===== src/rtl/mem_port_arbiter_if.sv =====
// Request/response and RAM-side signals shared by mem_port_arbiter and its users.
// slave = arbiter side; master = requesters plus the RAM that answers them.
interface mem_port_arbiter_if #(
    parameter int ADDR_W = 10
);
    logic              if_req;
    logic [31:0]       if_addr;
    logic              if_gnt;
    logic              if_valid;
    logic [31:0]       if_rdata;

    logic              d_req;
    logic              d_we;
    logic [3:0]        d_be;
    logic [31:0]       d_addr;
    logic [31:0]       d_wdata;
    logic              d_gnt;
    logic              d_valid;
    logic [31:0]       d_rdata;

    logic              ram_en;
    logic [3:0]        ram_we;
    logic [ADDR_W-1:0] ram_addr;
    logic [31:0]       ram_wdata;
    logic [31:0]       ram_rdata;

    logic [31:0]       conflict_cnt;

    modport slave (
        input  if_req, if_addr,
        input  d_req, d_we, d_be, d_addr, d_wdata,
        input  ram_rdata,
        output if_gnt, if_valid, if_rdata,
        output d_gnt, d_valid, d_rdata,
        output ram_en, ram_we, ram_addr, ram_wdata,
        output conflict_cnt
    );

    modport master (
        output if_req, if_addr,
        output d_req, d_we, d_be, d_addr, d_wdata,
        output ram_rdata,
        input  if_gnt, if_valid, if_rdata,
        input  d_gnt, d_valid, d_rdata,
        input  ram_en, ram_we, ram_addr, ram_wdata,
        input  conflict_cnt
    );
endinterface


===== src/rtl/mem_port_arbiter.sv =====
// Shares one single-port synchronous RAM between instruction fetch and data access.
// Data has priority; a starved fetch wins the next conflict. Read data returns one cycle after grant.
module mem_port_arbiter #(
    parameter int ADDR_W     = 10,
    parameter int MAX_STARVE = 4
) (
    input  logic              clk,
    input  logic              rst,
    mem_port_arbiter_if.slave bus
);
    typedef enum logic [1:0] {
        OWN_NONE,
        OWN_IF,
        OWN_DR,
        OWN_DW
    } owner_t;

    localparam logic [3:0] STARVE_LIM = 4'(MAX_STARVE);

    owner_t      owner;
    logic [3:0]  starve_cnt;
    logic [31:0] conflict_cnt;

    logic fetch_wins;
    logic if_gnt;
    logic d_gnt;
    logic both_req;

    assign both_req   = bus.if_req & bus.d_req;
    assign fetch_wins = both_req & (starve_cnt == STARVE_LIM);
    assign d_gnt      = rst & bus.d_req & ~fetch_wins;
    assign if_gnt     = rst & bus.if_req & ~d_gnt;

    assign bus.if_gnt = if_gnt;
    assign bus.d_gnt  = d_gnt;

    always_comb begin
        bus.ram_en    = 1'b0;
        bus.ram_we    = '0;
        bus.ram_addr  = '0;
        bus.ram_wdata = '0;
        if (d_gnt) begin
            bus.ram_en    = 1'b1;
            bus.ram_we    = bus.d_we ? bus.d_be : 4'b0000;
            bus.ram_addr  = bus.d_addr[ADDR_W+1:2];
            bus.ram_wdata = bus.d_wdata;
        end else if (if_gnt) begin
            bus.ram_en    = 1'b1;
            bus.ram_addr  = bus.if_addr[ADDR_W+1:2];
            bus.ram_wdata = bus.d_wdata;
        end
    end

    // Byte-offset and above-depth address bits are intentionally dropped.
    logic unused_addr_bits;
    assign unused_addr_bits = ^{bus.if_addr[31:ADDR_W+2], bus.if_addr[1:0],
                                bus.d_addr[31:ADDR_W+2], bus.d_addr[1:0]};

    always_ff @(posedge clk or negedge rst) begin
        if (!rst) begin
            owner        <= OWN_NONE;
            starve_cnt   <= '0;
            conflict_cnt <= '0;
        end else begin
            if (if_gnt)
                owner <= OWN_IF;
            else if (d_gnt)
                owner <= bus.d_we ? OWN_DW : OWN_DR;
            else
                owner <= OWN_NONE;

            if (bus.if_req && !if_gnt) begin
                if (starve_cnt != STARVE_LIM)
                    starve_cnt <= starve_cnt + 4'd1;
            end else begin
                starve_cnt <= '0;
            end

            if (both_req && conflict_cnt != '1)
                conflict_cnt <= conflict_cnt + 32'd1;
        end
    end

    assign bus.if_valid     = (owner == OWN_IF);
    assign bus.if_rdata     = (owner == OWN_IF) ? bus.ram_rdata : '0;
    assign bus.d_valid      = (owner == OWN_DR) || (owner == OWN_DW);
    assign bus.d_rdata      = (owner == OWN_DR) ? bus.ram_rdata : '0;
    assign bus.conflict_cnt = conflict_cnt;
endmodule


===== src/flat_wrapper.sv =====
// flat-port wrapper written by rule: the top's interface ports become plain ports
module mem_port_arbiter_flat 
#(
    parameter int ADDR_W     = 10,
    parameter int MAX_STARVE = 4
)
  (clk, rst, bus_if_req, bus_if_addr, bus_d_req, bus_d_we, bus_d_be, bus_d_addr, bus_d_wdata, bus_ram_rdata, bus_if_gnt, bus_if_valid, bus_if_rdata, bus_d_gnt, bus_d_valid, bus_d_rdata, bus_ram_en, bus_ram_we, bus_ram_addr, bus_ram_wdata, bus_conflict_cnt);
  mem_port_arbiter_if #(.ADDR_W(ADDR_W)) bus_i ();
  input  logic clk;
  input  logic rst;
  input wire logic [$bits(bus_i.if_req)-1:0] bus_if_req;
  input wire logic [$bits(bus_i.if_addr)-1:0] bus_if_addr;
  input wire logic [$bits(bus_i.d_req)-1:0] bus_d_req;
  input wire logic [$bits(bus_i.d_we)-1:0] bus_d_we;
  input wire logic [$bits(bus_i.d_be)-1:0] bus_d_be;
  input wire logic [$bits(bus_i.d_addr)-1:0] bus_d_addr;
  input wire logic [$bits(bus_i.d_wdata)-1:0] bus_d_wdata;
  input wire logic [$bits(bus_i.ram_rdata)-1:0] bus_ram_rdata;
  output wire logic [$bits(bus_i.if_gnt)-1:0] bus_if_gnt;
  output wire logic [$bits(bus_i.if_valid)-1:0] bus_if_valid;
  output wire logic [$bits(bus_i.if_rdata)-1:0] bus_if_rdata;
  output wire logic [$bits(bus_i.d_gnt)-1:0] bus_d_gnt;
  output wire logic [$bits(bus_i.d_valid)-1:0] bus_d_valid;
  output wire logic [$bits(bus_i.d_rdata)-1:0] bus_d_rdata;
  output wire logic [$bits(bus_i.ram_en)-1:0] bus_ram_en;
  output wire logic [$bits(bus_i.ram_we)-1:0] bus_ram_we;
  output wire logic [$bits(bus_i.ram_addr)-1:0] bus_ram_addr;
  output wire logic [$bits(bus_i.ram_wdata)-1:0] bus_ram_wdata;
  output wire logic [$bits(bus_i.conflict_cnt)-1:0] bus_conflict_cnt;
  assign bus_i.if_req = bus_if_req;
  assign bus_i.if_addr = bus_if_addr;
  assign bus_i.d_req = bus_d_req;
  assign bus_i.d_we = bus_d_we;
  assign bus_i.d_be = bus_d_be;
  assign bus_i.d_addr = bus_d_addr;
  assign bus_i.d_wdata = bus_d_wdata;
  assign bus_i.ram_rdata = bus_ram_rdata;
  assign bus_if_gnt = bus_i.if_gnt;
  assign bus_if_valid = bus_i.if_valid;
  assign bus_if_rdata = bus_i.if_rdata;
  assign bus_d_gnt = bus_i.d_gnt;
  assign bus_d_valid = bus_i.d_valid;
  assign bus_d_rdata = bus_i.d_rdata;
  assign bus_ram_en = bus_i.ram_en;
  assign bus_ram_we = bus_i.ram_we;
  assign bus_ram_addr = bus_i.ram_addr;
  assign bus_ram_wdata = bus_i.ram_wdata;
  assign bus_conflict_cnt = bus_i.conflict_cnt;
  mem_port_arbiter #(.ADDR_W(ADDR_W), .MAX_STARVE(MAX_STARVE)) u_core (.clk(clk), .rst(rst), .bus(bus_i));
endmodule

===== config.mk =====
export PLATFORM = sky130hd
export DESIGN_NAME = mem_port_arbiter_flat
export DESIGN_NICKNAME = d
export VERILOG_FILES = /design/src/rtl/mem_port_arbiter_if.sv /design/src/rtl/mem_port_arbiter.sv /design/src/flat_wrapper.sv
export SDC_FILE = /design/constraint.sdc
export NUM_CORES = 1
export LEC_CHECK = 0
export BUFFER_PORTS_ARGS = -buffer_cell sky130_fd_sc_hd__buf_2
export CAP_MARGIN = 0
export CORE_AREA = 5 5 107 109
export DETAILED_ROUTE_END_ITERATION = 7
export DIE_AREA = 0 0 112 114
export HOLD_SLACK_MARGIN = 0.05
export PLACE_DENSITY_LB_ADDON = 0.25
export SYNTH_ARGS = -nofsm -noshare
export SYNTH_HDL_FRONTEND = slang
export SYNTH_SLANG_ARGS = --single-unit

===== constraint.sdc =====
create_clock -name clk -period 1.9 [get_ports clk]
set_input_delay 0.285 -clock clk [delete_from_list [all_inputs] [get_ports clk]]
set_output_delay 0.285 -clock clk [all_outputs]
set_load 0.005 [all_outputs]

### Word level (Yosys, flattened, before mapping)

Index checks and enable logic that the tools add are counted.
W data, S select, Z words.

* flip-flop bits (word level): 38
* output and inout port bits: 147
* latch bits: 0
* bits of input ports: 137
* logic and storage cells: 39
* RAM bits: 0
* ROM bits: 0
* memories kept: 0

* reductions and logical operators: 4
* shift operators: 0
* $add $sub $neg: 2
* order comparisons: 0
* $mul: 0
* equality and inequality tests: 7
* muxes and demuxes: 15
* bitwise logic cells: 8
* div/mod/pow operators: 0

Operator list (number)
* $mux W32: 4
* $add A32 B1 Y32 const B: 1
* $ne A32 B32 Y1 const B: 1
* $mux W10: 2
* $mux W4: 4
* $and A1 B1 Y1: 6
* $add A4 B1 Y4 const B: 1
* $eq A2 B2 Y1 const B: 2
* $eq A4 B3 Y1 const B: 1
* $mux W2: 2
* $ne A4 B3 Y1 const B: 1
* $mux W1: 3
* $eq A2 B1 Y1 const B: 1
* $logic_and A1 B1 Y1: 2
* $ne A2 B2 Y1 const B: 1
* $not A1 Y1: 2
* $logic_not A1 Y1: 1
* $logic_or A1 B1 Y1: 1

### Longest topological paths before layout

* depth after elaboration: 9
* gate-level depth with buffers: 9
* mapped depth without buffers: 7

### Least setup slack after synthesis

No wires, ideal clock.

* path type: reg-to-output
* from: register u_core.starve_cnt[0]
* to: output port bus_ram_addr[0]
* buffers on the path: 2
* arrival time: 1.790 ns
* path slack: -0.175 ns
* cell stages (with the launch flop): 10
* required time: 1.615 ns
* path through: dfrtp_1 inv_1 ha_1 nand4b_1 and3_1 clkbuf_1 or2_2 inv_1 buf_2 a22o_1

* word-level cells in the longest chain between the ends: 8

Ends and longest elaborated chain
* start: declaration: line mem_port_arbiter.sv:21 `logic [3:0] starve_cnt;`
* start signal: assignment: line mem_port_arbiter.sv:74 `starve_cnt <= starve_cnt + 4'd1;`
* $eq A4 B3 Y1: line mem_port_arbiter.sv:30 `assign fetch_wins = both_req & (starve_cnt == STARVE_LIM);`
* $and A1 B1 Y1: line mem_port_arbiter.sv:30
* $not A1 Y1: line mem_port_arbiter.sv:31 `assign d_gnt = rst & bus.d_req & ~fetch_wins;`
* $and A1 B1 Y1: line mem_port_arbiter.sv:31
* $not A1 Y1: line mem_port_arbiter.sv:32 `assign if_gnt = rst & bus.if_req & ~d_gnt;`
* $and A1 B1 Y1: line mem_port_arbiter.sv:32
* via bus_if_gnt: line flat_wrapper.sv:19 `output wire logic [$bits(bus_i.if_gnt)-1:0] bus_if_gnt;`
* $mux W10: line mem_port_arbiter.sv:47 `end else if (if_gnt) begin`
* $mux W10: line mem_port_arbiter.sv:42 `if (d_gnt) begin`
* end: declaration: line flat_wrapper.sv:27 `output wire logic [$bits(bus_i.ram_addr)-1:0] bus_ram_addr;`

The timed path passes the listed nets, and every way through them passes these cells.

### Final worst setup path

* from: register u_core.starve_cnt[0]
* to: output port bus_ram_addr[2]

* word-level cells in the longest chain between the ends: 8

Ends and longest elaborated chain (line)
* $eq A4 B3 Y1 *: mem_port_arbiter.sv:30
* $and A1 B1 Y1 *: mem_port_arbiter.sv:30
* $not A1 Y1 *: mem_port_arbiter.sv:31
* $and A1 B1 Y1 *: mem_port_arbiter.sv:31
* $not A1 Y1: mem_port_arbiter.sv:32
* $and A1 B1 Y1: mem_port_arbiter.sv:32
* $mux W10: mem_port_arbiter.sv:47
* $mux W10 *: mem_port_arbiter.sv:42

Every way passes the cells marked *; elsewhere a longest branch is shown, timed or not.

==> impl_results.md <==
- Die Wd: about 110 um
- First-pass GRT wire length: between 15000 and 20000 um
- Async S/R FF share, synth: between 90% and 100%
- Final Instance Area: 4580 um2
- Post-route DRC: 0
- Internal: approximately 1.6 mW
- Rows: 38
- Fin worst setup slack: -0.241 ns
- Final ANT Viol Nets: 0
- Via count: approximately 3200
- Outcome: complete, but fails checks
- Post-Syn Area: about 2700 um2
- Main combinational cell family by area after synthesis: simple AND/OR/NAND/NOR gates
- R2r endpoint: u_core.bus.conflict_cnt[15]
- Number of global-route vias before repair: 3137
- DR iter-0 viols: 91
- Setup TNS: -2.67 ns
- Failing checks: negative setup slack
- Worst-path clk slew: around 0.08 ns
- CP max FO: 6
- Worst setup EP type: output port
- CP delay by family, top: simple AND/OR/NAND/NOR gates
- Primary FF master, synth: dfrtp_1
- H-tree depth: 2
- Area occupied by multi-input gates: roughly 1700 um2
- WHS: roughly 0.16 ns
- Worst r2r path cells: 4
- Max incr delay on CP: slightly below 0.4 ns
- Worst VDD drop: approximately 0.46 mV
- Pins Over Slew Limit: 0
- RSZ-0062 raised after global routing: true
- Final worst-path cycle share: 113%
- Reg-to-reg setup timing slack: 0.06 ns
- Pre-Repair DR Iteration Count: 4
- Number of nets in the layout: 727
- Crit Path Category: reg2out
- Syn_area_per_cell: between 8 and 9 um2
- CTS tree: yes
- Cell Area, Placed: between 4000 and 5000 um2
- EDFF count, synth: 0
- CP bufs+invs: 3
- DP Wirelength: approximately 8600 um
- Post-synthesis simple-gate area fraction: between 40% and 50%
- Arr. time, crit path: between 1.5 and 2 ns
- Tot Pwr: around 2.3 mW
- Worst-Skew Late Latency: between 0.2 and 0.3 ns
- Port Buffers: ~240
- Static Leak: 2.66 nW
- Mean routed wirelength per cell: between 10 and 15 um
- Compound-Gate Fraction of Synth Area: under 10%
- Ant. Diodes: 0
- Pwr Density: approximately 510 nW/um2
- Worst Max-Slew Pin Slew: 0.522 ns
- Sequential Area: roughly 950 um2
- Wirelength, routed: a little over 10000 um
- Critical R2R Launch: u_core.bus.conflict_cnt[4]
- Largest net degree at the start of global routing: 40
- Worst setup endpoint: bus_ram_addr[2]
- Part of the power in the clock network: about 25%
- Final setup viols: 15
- Number of synthesized register bits: 38
- Synth Instances: 304
- Combinational power share: a little over a third
- Fillers: ~1000
- Final Hold Fails: 0
- Worst hold path type: in2async
- Core Util, Final: between 40% and 50%
- Critical path depth in cells: 8
- Final Skew: between 0.007 and 0.008 ns
- Cell Chain, Critical Path: inv_2 -> ha_4 -> nand4b_1 -> and3_1 -> or2_4 -> clkinvlp_4 -> a22o_1 -> buf_2
- Critical Path RT: 1.62 ns
- Fraction of layout instances using a drive strength above 1: roughly 55%
- Area Overhead vs Synth: 69.5%
- Net Sw Frac: slightly above 30%
- Fin crit period: approximately 2.1 ns
- Startpoint types: flip-flop
- Via density: 4.36
- FMAX: roughly 470 MHz
- Total gr overflow: 0
- CTS Buffer Depth: 2
- Die height: roughly 110 um
- RePlAce Congestion: approximately 0.83
- Die area: between 10000 and 15000 um2
- Core ar.: between 10000 and 15000 um2
- CTS Buf Count: 5
- Slowest CP cell: dfrtp_1
- Register share of total power: about two fifths
- Sink Count: 38
- Sequential element share of the synthesized area: 35.2%
- CTS Root Cell: clkbuf_8
- Mux cell area share after synthesis: 0.834%
- IO Pins: roughly 280
- Sw power: approximately 0.72 mW
- Initial antenna violation count: 2
- Syn Nets: 444
- Xor/xnor cell area share of the yosys netlist: 10.1%
- Crit path launch: u_core.starve_cnt[0]
- Tot GR Track Use: between 10% and 20%
- Yosys cell types: a little over 40
- Initial Util: between 20 and 30%
- Headroom to the max-slew limit: 65.2%
- Synth warnings: 0
- Max cap viols: 0
- Synth Area in Adders: 1.39%
## worst min path at each step
stage,startpoint,end,slack [ns],depth (start not counted)
5_1_grt,rst,u_core.bus.conflict_cnt[27],0.21,2
4_1_cts,rst,u_core.starve_cnt[3],-0.21,1
2_1_floorplan,rst,u_core.bus.conflict_cnt[0],-0.01,0
6_report,rst,u_core.bus.conflict_cnt[23],0.16,2
3_3_place_gp,rst,u_core.starve_cnt[3],0.11,1
3_5_place_dp,rst,u_core.starve_cnt[3],0.11,1
## state kept, by name (all words and copies together), names as in the netlist
| signal | flops |
|---|---|
| u_core.owner | 2 |
| u_core.starve_cnt | 4 |
| u_core.bus.conflict_cnt | 32 |
## worst register-to-register path: cells and delay by family (launching register included)
kind | cells | cell delay, ns
XOR/XNOR | 1 | 0.15
AND/OR/NAND/NOR | 3 | 1.18
flip-flops | 1 | 0.39
## Yosys cell counts (all sizes together) (4+ instances only)
master	n	area [um2]
a22o	10	87.6
and2	98	613
and3	9	56.3
buf	4	35.0
clkbuf	13	48.8
dfrtp	38	951
inv	5	18.8
nand2	19	71.3
nand3	15	80.1
nand4	8	65.1
nor2	9	33.8
nor3	7	35.0
nor4	7	73.8
o21ai	5	25.0
xnor2	15	131
xor2	16	140
## layer usage
| metal | GRT usage, % | up-vias | part of all wire (%) |
|---|---|---|---|
| met5 | 0 | - | 0 |
| met1 | 17.7 | 1455 | 41 |
| met4 | 1.60 | 0 | 0.67 |
| li1 | - | 1581 | - |
| met2 | 25.9 | 134 | 50 |
| met3 | 3.50 | 7 | 8.2 |
## logic make-up (layout without fill, tap and decap cells)
logic type | count (synthesis) | in the layout
simple gates | 189 | 189
flops | 38 | 38
xor+xnor | 31 | 31
buf+inv | 22 | 306
compound gates | 19 | 19
fa+ha+maj | 3 | 3
mux | 2 | 2
## power groups by stage
stage	Combinational, mW	Sequential [mW]	Clock [mW]
after detailed placement	0.795	0.958	0
final	0.814	0.942	0.590
after global placement	0.785	0.954	0
after floorplan	0.275	1.00	0
after CTS	0.807	0.942	0.620
after global routing	0.907	0.949	0.648
## metrics by stage
step                      setup slack [ns]  std cells
after floorplan                    -0.0165        304
after global placement             -0.0449        715
after detailed placement           -0.0944        715
after CTS                           -0.270        725
after global routing                -0.342        728
final                               -0.241        728
## cells in the final DEF (no fill, tap or decap), types with 3 or more instances in the layout
master      Yosys  final
buf_2           1    238
and2_1         98     98
buf_4           1     51
dfrtp_1        38     37
nand2_1        19     19
xor2_1         16     16
xnor2_1        15     15
nand3_1        14     13
a22o_1         10     10
and3_1          9      9
nor2_1          9      9
nand4_1         7      7
nor3_1          7      6
clkbuf_8        0      6
o21ai_0         5      5
clkinvlp_4      0      3
nor4_1          5      3
## what timing repair did
action / 4_1_cts / 5_1_grt
pin swaps: 7 / 8
gates resized for setup: 5 / 10
buffers inserted: 1 / 2
gates cloned: 1 / 0
hold endpoints to repair: 1 / 1
endpoints found under the setup margin: 15 / 31
## cell type report
cell class,count,share of cell area [%]
Multi-Input combinational cell,244,37.5
Timing Repair Buffer,292,35.1
Sequential cell,38,20.8
Tap cell,140,3.83
Clock buffer,6,1.80
Inverter,5,0.492
Clock inverter,2,0.273
Timing Repair inverter,1,0.164
(Power assumes the default switching activity.)
